--- config.mk ---
export PLATFORM = sky130hd
export DESIGN_NAME = hazard_ctrl
export DESIGN_NICKNAME = d
export VERILOG_FILES = /design/src/rtl/hazard_ctrl.sv
export SDC_FILE = /design/constraint.sdc
export NUM_CORES = 1
export LEC_CHECK = 0
export BUFFER_PORTS_ARGS = -buffer_cell sky130_fd_sc_hd__buf_4
export CAP_MARGIN = 20
export CORE_ASPECT_RATIO = 0.6
export CORE_MARGIN = 2
export CORE_UTILIZATION = 43
export CTS_CLUSTER_DIAMETER = 40
export DETAILED_ROUTE_END_ITERATION = 16
export PLACE_DENSITY = 0.76
export SYNTH_ARGS = -nofsm -noshare
export SYNTH_HDL_FRONTEND = slang
export SYNTH_SLANG_ARGS = --single-unit
--- constraint.sdc ---
create_clock -name clk -period 2.6 [get_ports clk]
set_input_delay 0.52 -clock clk [delete_from_list [all_inputs] [get_ports clk]]
set_output_delay 0.52 -clock clk [all_outputs]
set_load 0.02 [all_outputs]
--- src/rtl/hazard_ctrl.sv ---
// hazard_ctrl: hazard and forwarding controller for the 5-stage F/D/E/M/W core.
// Produces operand-forwarding selects, per-stage stall/flush and the
// decode-resolved fetch redirect, and sequences load-use bubbles, data-memory
// wait freezes and redirects that must wait for an outstanding fetch.
// Optional feature macro: HAZARD_PERF_EN adds 32-bit performance counters.
module hazard_ctrl #(
   parameter int ADDR_W = 64,
   parameter int REG_W  = 5
) (
   input  logic              clk,
   input  logic              reset,          // synchronous, active-low
   input  logic [REG_W-1:0]  ra1,
   input  logic [REG_W-1:0]  ra2,
   input  logic              use_ra1,
   input  logic              use_ra2,
   input  logic              branch_takenD,
   input  logic [ADDR_W-1:0] pc_branchD,
   input  logic              validE,
   input  logic              regwriteE,
   input  logic              memreadE,
   input  logic [REG_W-1:0]  dstE,
   input  logic              validM,
   input  logic              regwriteM,
   input  logic              memreadM,
   input  logic [REG_W-1:0]  dstM,
   input  logic              i_wait,
   input  logic              d_wait,
   output logic [1:0]        ac,
   output logic [1:0]        bc,
   output logic              stallF,
   output logic              stallD,
   output logic              stallE,
   output logic              stallM,
   output logic              flushD,
   output logic              flushE,
   output logic              pc_redirect,
   output logic [ADDR_W-1:0] pc_target
`ifdef HAZARD_PERF_EN
   ,
   output logic [31:0]       perf_stall,
   output logic [31:0]       perf_loaduse,
   output logic [31:0]       perf_redirect
`endif
);

   // Forward select encoding seen by the decode operand muxes.
   localparam logic [1:0] FWD_RD      = 2'd0;
   localparam logic [1:0] FWD_ALUOUTE = 2'd1;
   localparam logic [1:0] FWD_ALUOUTM = 2'd2;
   localparam logic [1:0] FWD_MEMDATA = 2'd3;

   typedef enum logic [1:0] {
      RUN   = 2'd0,
      DWAIT = 2'd1,
      RPEND = 2'd2
   } state_t;

   state_t            state, state_nx, eff_state;
   logic              pend_valid, pend_valid_nx;
   logic [ADDR_W-1:0] pend_tgt, pend_tgt_nx;
   logic              load_use;

   // Forwarding for one operand: the younger producer in E wins over M.
   // A load still in E cannot forward; that case is the load-use bubble.
   function automatic logic [1:0] fwd_sel(
      input logic [REG_W-1:0] r,
      input logic             use_r,
      input logic             ve, we, me,
      input logic [REG_W-1:0] de,
      input logic             vm, wm, mm,
      input logic [REG_W-1:0] dm
   );
      logic [1:0] sel;
      sel = FWD_RD;
      if (use_r && (r != '0)) begin
         if (ve && we && !me && (de == r))
            sel = FWD_ALUOUTE;
         else if (vm && wm && (dm == r))
            sel = mm ? FWD_MEMDATA : FWD_ALUOUTM;
      end
      return sel;
   endfunction

   // A used non-zero source that matches a load sitting in E.
   function automatic logic lu_hit(
      input logic [REG_W-1:0] r,
      input logic             use_r,
      input logic             ve, we, me,
      input logic [REG_W-1:0] de
   );
      return use_r && (r != '0) && ve && we && me && (de == r);
   endfunction

   // Next-state and output decode. The cycle in which DWAIT releases is
   // evaluated with the rules of the state it returns to, so a branch or
   // load-use sitting in D at release is not lost while D advances.
   always_comb begin
      // NOTE: every output of this block gets a default first so no path can infer a latch.
      state_nx      = state;
      pend_valid_nx = pend_valid;
      pend_tgt_nx   = pend_tgt;
      stallF        = 1'b0;
      stallD        = 1'b0;
      stallE        = 1'b0;
      stallM        = 1'b0;
      flushD        = 1'b0;
      flushE        = 1'b0;
      pc_redirect   = 1'b0;
      pc_target     = '0;

      ac = fwd_sel(ra1, use_ra1, validE, regwriteE, memreadE, dstE,
                   validM, regwriteM, memreadM, dstM);
      bc = fwd_sel(ra2, use_ra2, validE, regwriteE, memreadE, dstE,
                   validM, regwriteM, memreadM, dstM);
      load_use = lu_hit(ra1, use_ra1, validE, regwriteE, memreadE, dstE) ||
                 lu_hit(ra2, use_ra2, validE, regwriteE, memreadE, dstE);

      eff_state = state;
      if ((state == DWAIT) && !d_wait)
         eff_state = pend_valid ? RPEND : RUN;

      unique case (eff_state)
         RUN: begin
            state_nx = RUN;
            if (d_wait) begin
               {stallF, stallD, stallE, stallM} = 4'b1111;
               state_nx = DWAIT;
            end else if (load_use) begin
               stallF = 1'b1;
               stallD = 1'b1;
               flushE = 1'b1;
            end else if (branch_takenD && !i_wait) begin
               pc_redirect = 1'b1;
               pc_target   = pc_branchD;
               flushD      = 1'b1;
            end else if (branch_takenD) begin
               pend_valid_nx = 1'b1;
               pend_tgt_nx   = pc_branchD;
               state_nx      = RPEND;
            end
         end
         DWAIT: begin
            // Only reached here while d_wait is still high.
            {stallF, stallD, stallE, stallM} = 4'b1111;
         end
         RPEND: begin
            if (d_wait) begin
               {stallF, stallD, stallE, stallM} = 4'b1111;
               state_nx = DWAIT;
            end else if (!i_wait) begin
               pc_redirect   = 1'b1;
               pc_target     = pend_tgt;
               flushD        = 1'b1;
               pend_valid_nx = 1'b0;
               state_nx      = RUN;
            end else begin
               stallF   = 1'b1;
               flushD   = 1'b1;
               state_nx = RPEND;
            end
         end
         default: state_nx = RUN;
      endcase

      // While reset is held every control output is quiet.
      if (!reset) begin
         ac          = FWD_RD;
         bc          = FWD_RD;
         stallF      = 1'b0;
         stallD      = 1'b0;
         stallE      = 1'b0;
         stallM      = 1'b0;
         flushD      = 1'b0;
         flushE      = 1'b0;
         pc_redirect = 1'b0;
         pc_target   = '0;
      end
   end

   // State and pending-redirect registers.
   always_ff @(posedge clk) begin
      // NOTE: sequential state uses non-blocking assignments so all registers update from pre-edge values.
      if (!reset) begin
         state      <= RUN;
         pend_valid <= 1'b0;
         pend_tgt   <= '0;
      end else begin
         state      <= state_nx;
         pend_valid <= pend_valid_nx;
         pend_tgt   <= pend_tgt_nx;
      end
   end

`ifdef HAZARD_PERF_EN
   // Free-running event counters, wrapping at 2^32.
   always_ff @(posedge clk) begin
      if (!reset) begin
         perf_stall    <= '0;
         perf_loaduse  <= '0;
         perf_redirect <= '0;
      end else begin
         if (stallD)      perf_stall    <= perf_stall + 32'd1;
         if (flushE)      perf_loaduse  <= perf_loaduse + 32'd1;
         if (pc_redirect) perf_redirect <= perf_redirect + 32'd1;
      end
   end
`endif

endmodule

# [Word-level counts from Yosys, hierarchy flattened]
# Cells that the tools add are included.
[word_totals] output_inout_bits=75 word_cells=105 in_bits=97 regBits=67
[op_classes] n_eq_ne=13 n_mux=56 bitwise_logic=3 reduce_logical=30
[ops] operator="$mux 64" count=6
[ops] operator="$pmux 64 s2" count=1
[ops] operator="$mux 2" count=16
[ops] operator="$mux 1" count=26
[ops] operator="$eq 5x5->1" count=4
[ops] operator="$logic_and 1x1->1" count=19
[ops] operator="$ne 2x2->1 const B" count=6
[ops] operator="$reduce_bool 5->1" count=2
[ops] operator="$pmux 1 s2" count=4
[ops] operator="$reduce_and 7->1" count=1
[ops] operator="$pmux 1 s3" count=2
[ops] operator="$pmux 2 s3" count=1
[ops] operator="$reduce_and 5->1" count=1
[ops] operator="$eq 2x1->1 const B" count=2
[ops] operator="$logic_not 1->1" count=3
[ops] operator="$not 1->1" count=3
[ops] operator="$eq 2x2->1 const B" count=1
[ops] operator="$logic_not 2->1" count=1
[ops] operator="$reduce_bool 2->1" count=1
[ops] operator="$reduce_or 2->1" count=1
[ops] operator="$logic_or 1x1->1" count=1

# [Longest topological paths before layout]
# Gate-level depths: netlist of the first run.
[logic_depth] word_depth=11 depth_mapped=7 mapped_depth_nobuf=5

# [Worst setup path after synthesis of the first run]
# No wires, ideal clock.
[synth_timing] kind="input-to-output" startpoint="in ra2[1]" endpoint="out pc_target[10]" path_slack_ps=-218 required_ps=2080 n_path_buf=1 cell_stages=6 arrival_ps=2298 path_cell_list="or4_4 o21ai_1 nor4_2 nor4_4 buf_6 a22o_1"
[synth_between] elab_chain_len=11 elab_cells_between_ends=12 cone_classes="1 x eq/ne; 4 x mux; 7 x reduce/logical"
[synth_rtl] item="from (decl)" line_no="13" source="input logic [REG_W-1:0] ra2,"
[synth_rtl] item="$reduce_bool 5->1" line_no="91" source="return use_r && (r != '0) && ve && we && me && (de == r);"
[synth_rtl] item="$logic_and 1x1->1 (4 in a row)" line_no="91"
[synth_rtl] item="$logic_and 1x1->1 (*)" line_no="91"
[synth_rtl] item="$logic_or 1x1->1 (*)" line_no="115" source="load_use = lu_hit(ra1, use_ra1, validE, regwriteE, memreadE, dstE) ||"
[synth_rtl] item="$mux 64 (*)" line_no="128" source="end else if (load_use) begin"
[synth_rtl] item="$mux 64 (*)" line_no="125" source="if (d_wait) begin"
[synth_rtl] item="$pmux 64 s2 (*)" line_no="122" source="unique case (eff_state)"
[synth_rtl] item="$mux 64 (*)" line_no="166" source="if (!reset) begin"
[synth_rtl] item="to (decl)" line_no="37" source="output logic [ADDR_W-1:0] pc_target"
# Every way passes the cells marked *; elsewhere a longest branch is shown, timed or not.

# [Final worst setup path of the first run]
[layout_timing] startpoint="in ra1[1]" endpoint="out pc_target[52]"
[layout_between] elab_chain_len=11 elab_cells_between_ends=12 cone_classes="1 x eq/ne; 4 x mux; 7 x reduce/logical"
[layout_rtl] item="from (decl)" line_no="12" source="input logic [REG_W-1:0] ra1,"
[layout_rtl] item="$reduce_bool 5->1" line_no="91"
[layout_rtl] item="$logic_and 1x1->1 (4 in a row)" line_no="91"
[layout_rtl] item="$logic_and 1x1->1 (*)" line_no="91"
[layout_rtl] item="$logic_or 1x1->1 (*)" line_no="115"
[layout_rtl] item="$mux 64 (*)" line_no="128"
[layout_rtl] item="$mux 64 (*)" line_no="125"
[layout_rtl] item="$pmux 64 s2 (*)" line_no="122"
[layout_rtl] item="$mux 64 (*)" line_no="166"
# Marks and branches as above.

==> results of run 1 <==
power by group:
| part | switching, W | internal [W] | leakage, nW |
|---|---|---|---|
| clock | 0.000429 | 0.000866 | 0.157 |
| combinational | 0.000277 | 0.000308 | 2.40 |
| sequential | 0.0000303 | 0.00106 | 0.545 |
| total | 0.000737 | 0.00224 | 3.10 |
what timing repair did:
| item | CTS | global route |
|---|---|---|
| setup endpoints to repair | 68 | 69 |
| hold buffers | 0 | 0 |
| pin swaps | 4 | 14 |
| setup buffers | 5 | 5 |
| resized for setup | 79 | 32 |
| cloned | 4 | 3 |
logic make-up (layout without fill, tap and decap cells):
family                 after synthesis  after routing  share of synthesized area (%)
XOR/XNOR                            21             21                           4.83
multiplexers                        65             65                           17.1
flip-flops                          67             67                           35.2
AO/OA/AOI/OAI                       82             82                           17.9
buffers and inverters               37            241                           6.05
AND/OR/NAND/NOR                    167            167                           18.9
stage by stage:
| step | hold slack (ns) | cell area, um2 | worst slack, ns | setup TNS (ns) | power, W |
|---|---|---|---|---|---|
| 6_report | 0.458 | 6960 | -0.373 | -20.95 | 0.00298 |
| 2_1_floorplan | 0.434 | 4330 | -0.161 | -10.13 | 0.00136 |
| 4_1_cts | 0.448 | 6690 | -0.311 | -18.47 | 0.00295 |
| 3_3_place_gp | 0.444 | 5890 | -0.331 | -20.88 | 0.00159 |
| 5_1_grt | 0.452 | 6960 | -0.421 | -24.42 | 0.00309 |
| 3_5_place_dp | 0.457 | 5890 | -0.352 | -25.73 | 0.00161 |
metal layers:
metal | part of all wire [%] | up-vias
met4 | 1.9 | 0
met3 | 5.7 | 22
li1 | - | 1966
met2 | 49 | 159
met1 | 44 | 2015
met5 | 0 | -
synth_stat cells:
cell type,n
and3b_1,2
mux2i_1,64
o2bb2ai_1,1
clkbuf_1,21
a21oi_1,5
dfxtp_1,67
xnor2_1,19
a211oi_1,1
buf_2,1
nand2_1,141
xor2_1,2
inv_1,1
o22a_1,1
o21ai_0,1
nor3_1,2
nand2b_1,1
o21ai_1,1
or4_4,2
a22o_1,64
a31oi_1,2
nand3_1,3
nand4_1,3
or3_1,1
o311ai_0,2
mux2_2,1
nor2_1,5
buf_4,2
nor4_1,2
nor4_2,2
buf_6,11
nor4_4,1
o211ai_1,2
clkinv_1,1
o21ai_2,1
o22ai_1,1
or4_1,2
area by class of cell:
| cell class | count | share of cell area [%] |
|---|---|---|
| multi-input combinational | 335 | 41.8 |
| tap | 112 | 2.01 |
| timing repair buffer | 223 | 32.2 |
| clock inverter | 4 | 1.06 |
| inverter | 2 | 0.108 |
| clock buffer | 12 | 3.54 |
| sequential | 67 | 19.3 |
worst register-to-register path, cell delays in order, from the launching register on:
cell and delay, ns:
dfxtp_1 0.36, a31oi_1 0.37, nand2_1 0.17, buf_4 0.18
nor4_4 0.27, buf_6 0.20, buf_12 0.20, mux2i_1 0.26
registers in the layout, indices dropped and copies added (netlist names):
name        flops
pend_tgt       64
pend_valid      1
state           2
how the worst max path moves through the flow:
stage                     slack [ns]   start       endpoint
after detailed placement       -0.35  ra2[1]   pc_target[0]
after floorplan                -0.16  ra1[1]  pc_target[10]
final                          -0.37  ra1[1]  pc_target[52]
after global routing           -0.42  ra1[1]  pc_target[52]
after global placement         -0.33  ra1[1]   pc_target[1]
after CTS                      -0.31  ra1[1]  pc_target[27]
==> metrics, run 1 <==
commonest non-fill, non-tap cell in the layout nand2_1; clk slew on worst S/H paths 0.06 ns; CP Cell Sequence buf_6 -> or4_4 -> o21ai_4 -> nor4_4 -> nor4_4 -> buf_4 -> buf_12 -> clkbuf_16 -> a22o_4 -> buf_6; Synth area leader dfxtp_1; CTS Buf Count 9; pins over their slew limit 0; met1 GRT Util 34.7%; most used routing layer met2; Worst EP required 2.08 ns; Setup Skew 0.00818 ns; cell total after placement 723; IO buf count 171; fill cell count 514; largest net degree at the start of global routing 131; run status finished, violations left; Reg2Reg Launch Point state[0]; cell count after synthesis 439; Max-slew headroom 71.6%; Final ANT Viol Nets 0; crit share post-route 114%; critical path's slowest cell or4_4; element type at the critical path start primary input; synthesis-to-finish area growth 83.0%; clk_lat worst skew 0.33 ns; met3 Use GR 6.49%; register area 1340 um2; Tightest Pin Transition 0.421 ns; CP Data Arrival Time 2.45 ns; final hold vios 0; # diodes 0; gr usage total 27.3%; Leakage 3.10 nW; WL/cell 18.5 um; Ports 172; Vias 4162; Net Count, Synth 536; TritonCTS clock tree built; RSZ-0062 raised after global routing yes; TritonCTS Sinks 67; Setup Viol. Count Final 68; clk root buf clkbuf_16; FMAX 0.336 GHz; critical path type primary input to output port; post-synth top area share 35.2%; failing checks setup timing; R2R setup slack 0.52 ns; CP endpoint kind output port; final worst slack -0.373 ns; met2 GRT Util 45.6%; Synth area leaders dfxtp_1 (35%), mux2i_1 (17%), a22o_1 (15%); layout cell share with drive strength beyond 1 49.5%; die area 9640 um2; FF-to-FF path depth 7; Worst Path Buf+Inv 5; Hold Path Class primary input to flip-flop; Congestion Overflow GR 0; die span in y 76.9 um; Final Instance Count excl. Fillers 755; number of global-route vias before repair 4235; Longest Clk Path Bufs 2; Reg-to-Reg End pend_tgt[60]; crit-path max cell delay 0.56 ns; pwr dens 427 nW/um2; Starting Density 44.5%; initial antenna violation count 0; DP HPWL 8950 um; Mapped Area 3810 um2; YS warnings 0; GPL Wtd Cong 1.08; WP depth 10; commonest non-fill, non-tap cells in the layout nand2_1 (141), buf_4 (124), buf_6 (81), dfxtp_1 (67), mux2i_1 (64); Hold EP pend_tgt[0]; Yosys reg bits 67; unique cell type count in the Yosys netlist 36; 1st-pass router iterations 5; sequential-to-total area share from yosys stat 35.2%; Peak supply drop 0.386 mV; max_cap viols 0; Crit Path Max Fanout 5; # DRC 0; cell count of the worst hold path 3; Total Wirelength 14000 um; Vias/cell 5.51; nets@finish 735; DR iter-0 viols 240; Final Util 81.4%; Cell Rows 26; core box area 8560 um2; hold path start pc_branchD[0]; H-tree depth 3; Syn Area/Cell 8.67 um2; area occupied by multi-input gates 2910 um2; global-route wire length before repair 21300 um; largest delay contributor family on the critical path simple AND/OR/NAND/NOR gates; Final min period 2.97 ns; die width 125 um
Power figures use the tool's default switching activity.
==> inputs of run 2 (changes only) <==
MAX_ROUTING_LAYER = met4   (was default)
PLACE_DENSITY = 0.77   (was 0.76)
==> run 2 against run 1 <==
The flow still finishes with violations (setup timing). Register-to-register slack worse by 0.02 ns. Die area unchanged. Global-route usage up 0.22 points. Clock power down 14%. Power down 7.8%. Routed wire length down 8.8%. Combinational power down 7.7%.
==> metrics, run 2 (synthesized netlist as in run 1, its figures left out) <==
Peak supply drop 0.280 mV; Setup Viol. Count Final 68; WL/cell 17.2 um; hold buffers post-CTS 0; Worst Path Buf+Inv 4; most used cell along the critical path buf_6; WP depth 9; die area 9640 um2; Most flops, register pend_tgt; gr usage total 27.5%; Area after DPL 5940 um2; registers with the most flip-flops pend_tgt: 64 flops, state: 2 flops, pend_valid: 1 flops; 1st-pass router iterations 4; clk slew on worst S/H paths 0.05 ns; failing checks setup timing; Hold Path Class primary input to flip-flop; CP endpoint kind output port; # DRC 0; # diodes 0; Setup Skew 0.00412 ns; IO buf count 171; GPL Wtd Cong 1.02; cell count of the worst hold path 3; FF-to-FF path depth 6; commonest non-fill, non-tap cell in the layout nand2_1; die width 125 um; Max-slew headroom 57.5%; commonest non-fill, non-tap cells in the layout nand2_1 (141), buf_4 (128), buf_6 (71), dfxtp_1 (67), mux2i_1 (64); layout cell share with drive strength beyond 1 47.6%; Leakage 2.95 nW; DP HPWL 9230 um; crit-path max cell delay 0.55 ns; pwr dens 415 nW/um2; final instance area 6610 um2; Ports 172; TritonCTS Sinks 67; CTS Buf Count 9; clk root buf clkbuf_16; Vias/cell 5.43; CP Data Arrival Time 2.35 ns; Congestion Overflow GR 0; Vias 4029; Worst EP required 2.08 ns; Longest Clk Path Bufs 2; Crit Path Max Fanout 13; H-tree depth 3; critical path type primary input to output port; number of global-route vias before repair 4050; max reg flops 64; largest delay contributor family on the critical path simple AND/OR/NAND/NOR gates; Total Wirelength 12800 um; DR iter-0 viols 203; TritonCTS clock tree built; global-route wire length before repair 20800 um; max_cap viols 0; Tightest Pin Transition 0.638 ns; Cell Rows 26; crit share post-route 110%; die span in y 76.9 um; synthesis-to-finish area growth 73.7%; nets@finish 724; initial antenna violation count 0; final hold vios 0; core box area 8560 um2; element type at the critical path start primary input; clk_lat worst skew 0.33 ns; CP Cell Sequence buf_6 -> or4_4 -> o21ai_4 -> nor4_4 -> nor4_4 -> buf_6 -> buf_12 -> a22o_1 -> buf_6; largest net degree at the start of global routing 69; Final min period 2.87 ns; pins over their slew limit 0; run status finished, violations left; FMAX 0.349 GHz; final worst slack -0.266 ns; RSZ-0062 raised after global routing yes; Starting Density 44.5%; critical path's slowest cell or4_4; setup TNS -15.04 ns; Final ANT Viol Nets 0
-- run 2: cell count changes in the layout (fill, tap and decap cells not counted), moves of 3 or more --
cell / change
buf_6: -10
buf_12: +4
xnor2_1: +3
xnor2_2: -3
buf_4: +4
buf_16: -5
-- run 2: path summary, 6_finish.rpt --
path,to,slack (ns),from
worst max-delay path,pc_target[1],-0.27,ra2[1]
worst min-delay path,pend_tgt[49],0.46,pc_branchD[49]
worst max register to register,pend_tgt[25],0.50,state[0]
worst min register to register,pend_tgt[2],0.46,pend_tgt[2]
-- run 2: final cells by class --
class,count,area (um2)
Inverter,2,7.51
Multi-Input combinational cell,335,2830
Sequential cell,67,1340
Clock inverter,2,12.5
Fill cell,599,1940
Tap cell,112,140
Clock buffer,12,256
Timing Repair Buffer,212,2030
-- run 2: metrics by stage --
stage                     hold slack [ns]  setup slack [ns]  cells  util [%]  total power [W]
after floorplan                     0.434            -0.161    439         -          0.00136
after detailed placement            0.457            -0.317    721      69.4          0.00162
final                               0.458            -0.266    742      77.3          0.00274
after CTS                           0.447            -0.246    742      76.9          0.00276
after global placement              0.443            -0.347    721      69.4          0.00160
after global routing                0.446            -0.309    742      77.3          0.00285
-- run 2: per-layer routing --
layer | vias to the layer above | global-route usage [%] | part of all wire (%) | wire length, um
met5 | - | - | 0 | 0
met4 | 0 | 5.11 | 1.1 | 140
met3 | 15 | 8.16 | 6.3 | 808
met2 | 143 | 43.6 | 47 | 5990
met1 | 1938 | 35.3 | 46 | 5840
li1 | 1933 | - | - | -
-- run 2: report_power, final --
part	internal, W	total, W	switching [W]
sequential	0.00107	0.00110	0.0000298
combinational	0.000284	0.000540	0.000256
clock	0.000684	0.00111	0.000424
-- run 2: timing repair --
action,4_1_cts,5_1_grt
setup buffers,7,0
gates cloned,0,1
endpoints found under the setup margin,67,69
resized for setup,77,3
pin swaps,5,3
-- run 2: worst reg2reg max path, cell delays in order, from the launching register on --
cell	delay [ns]
dfxtp_1	0.34
a31oi_1	0.33
nand2_1	0.17
buf_4	0.17
nor4_2	0.28
buf_4	0.45
mux2i_1	0.28
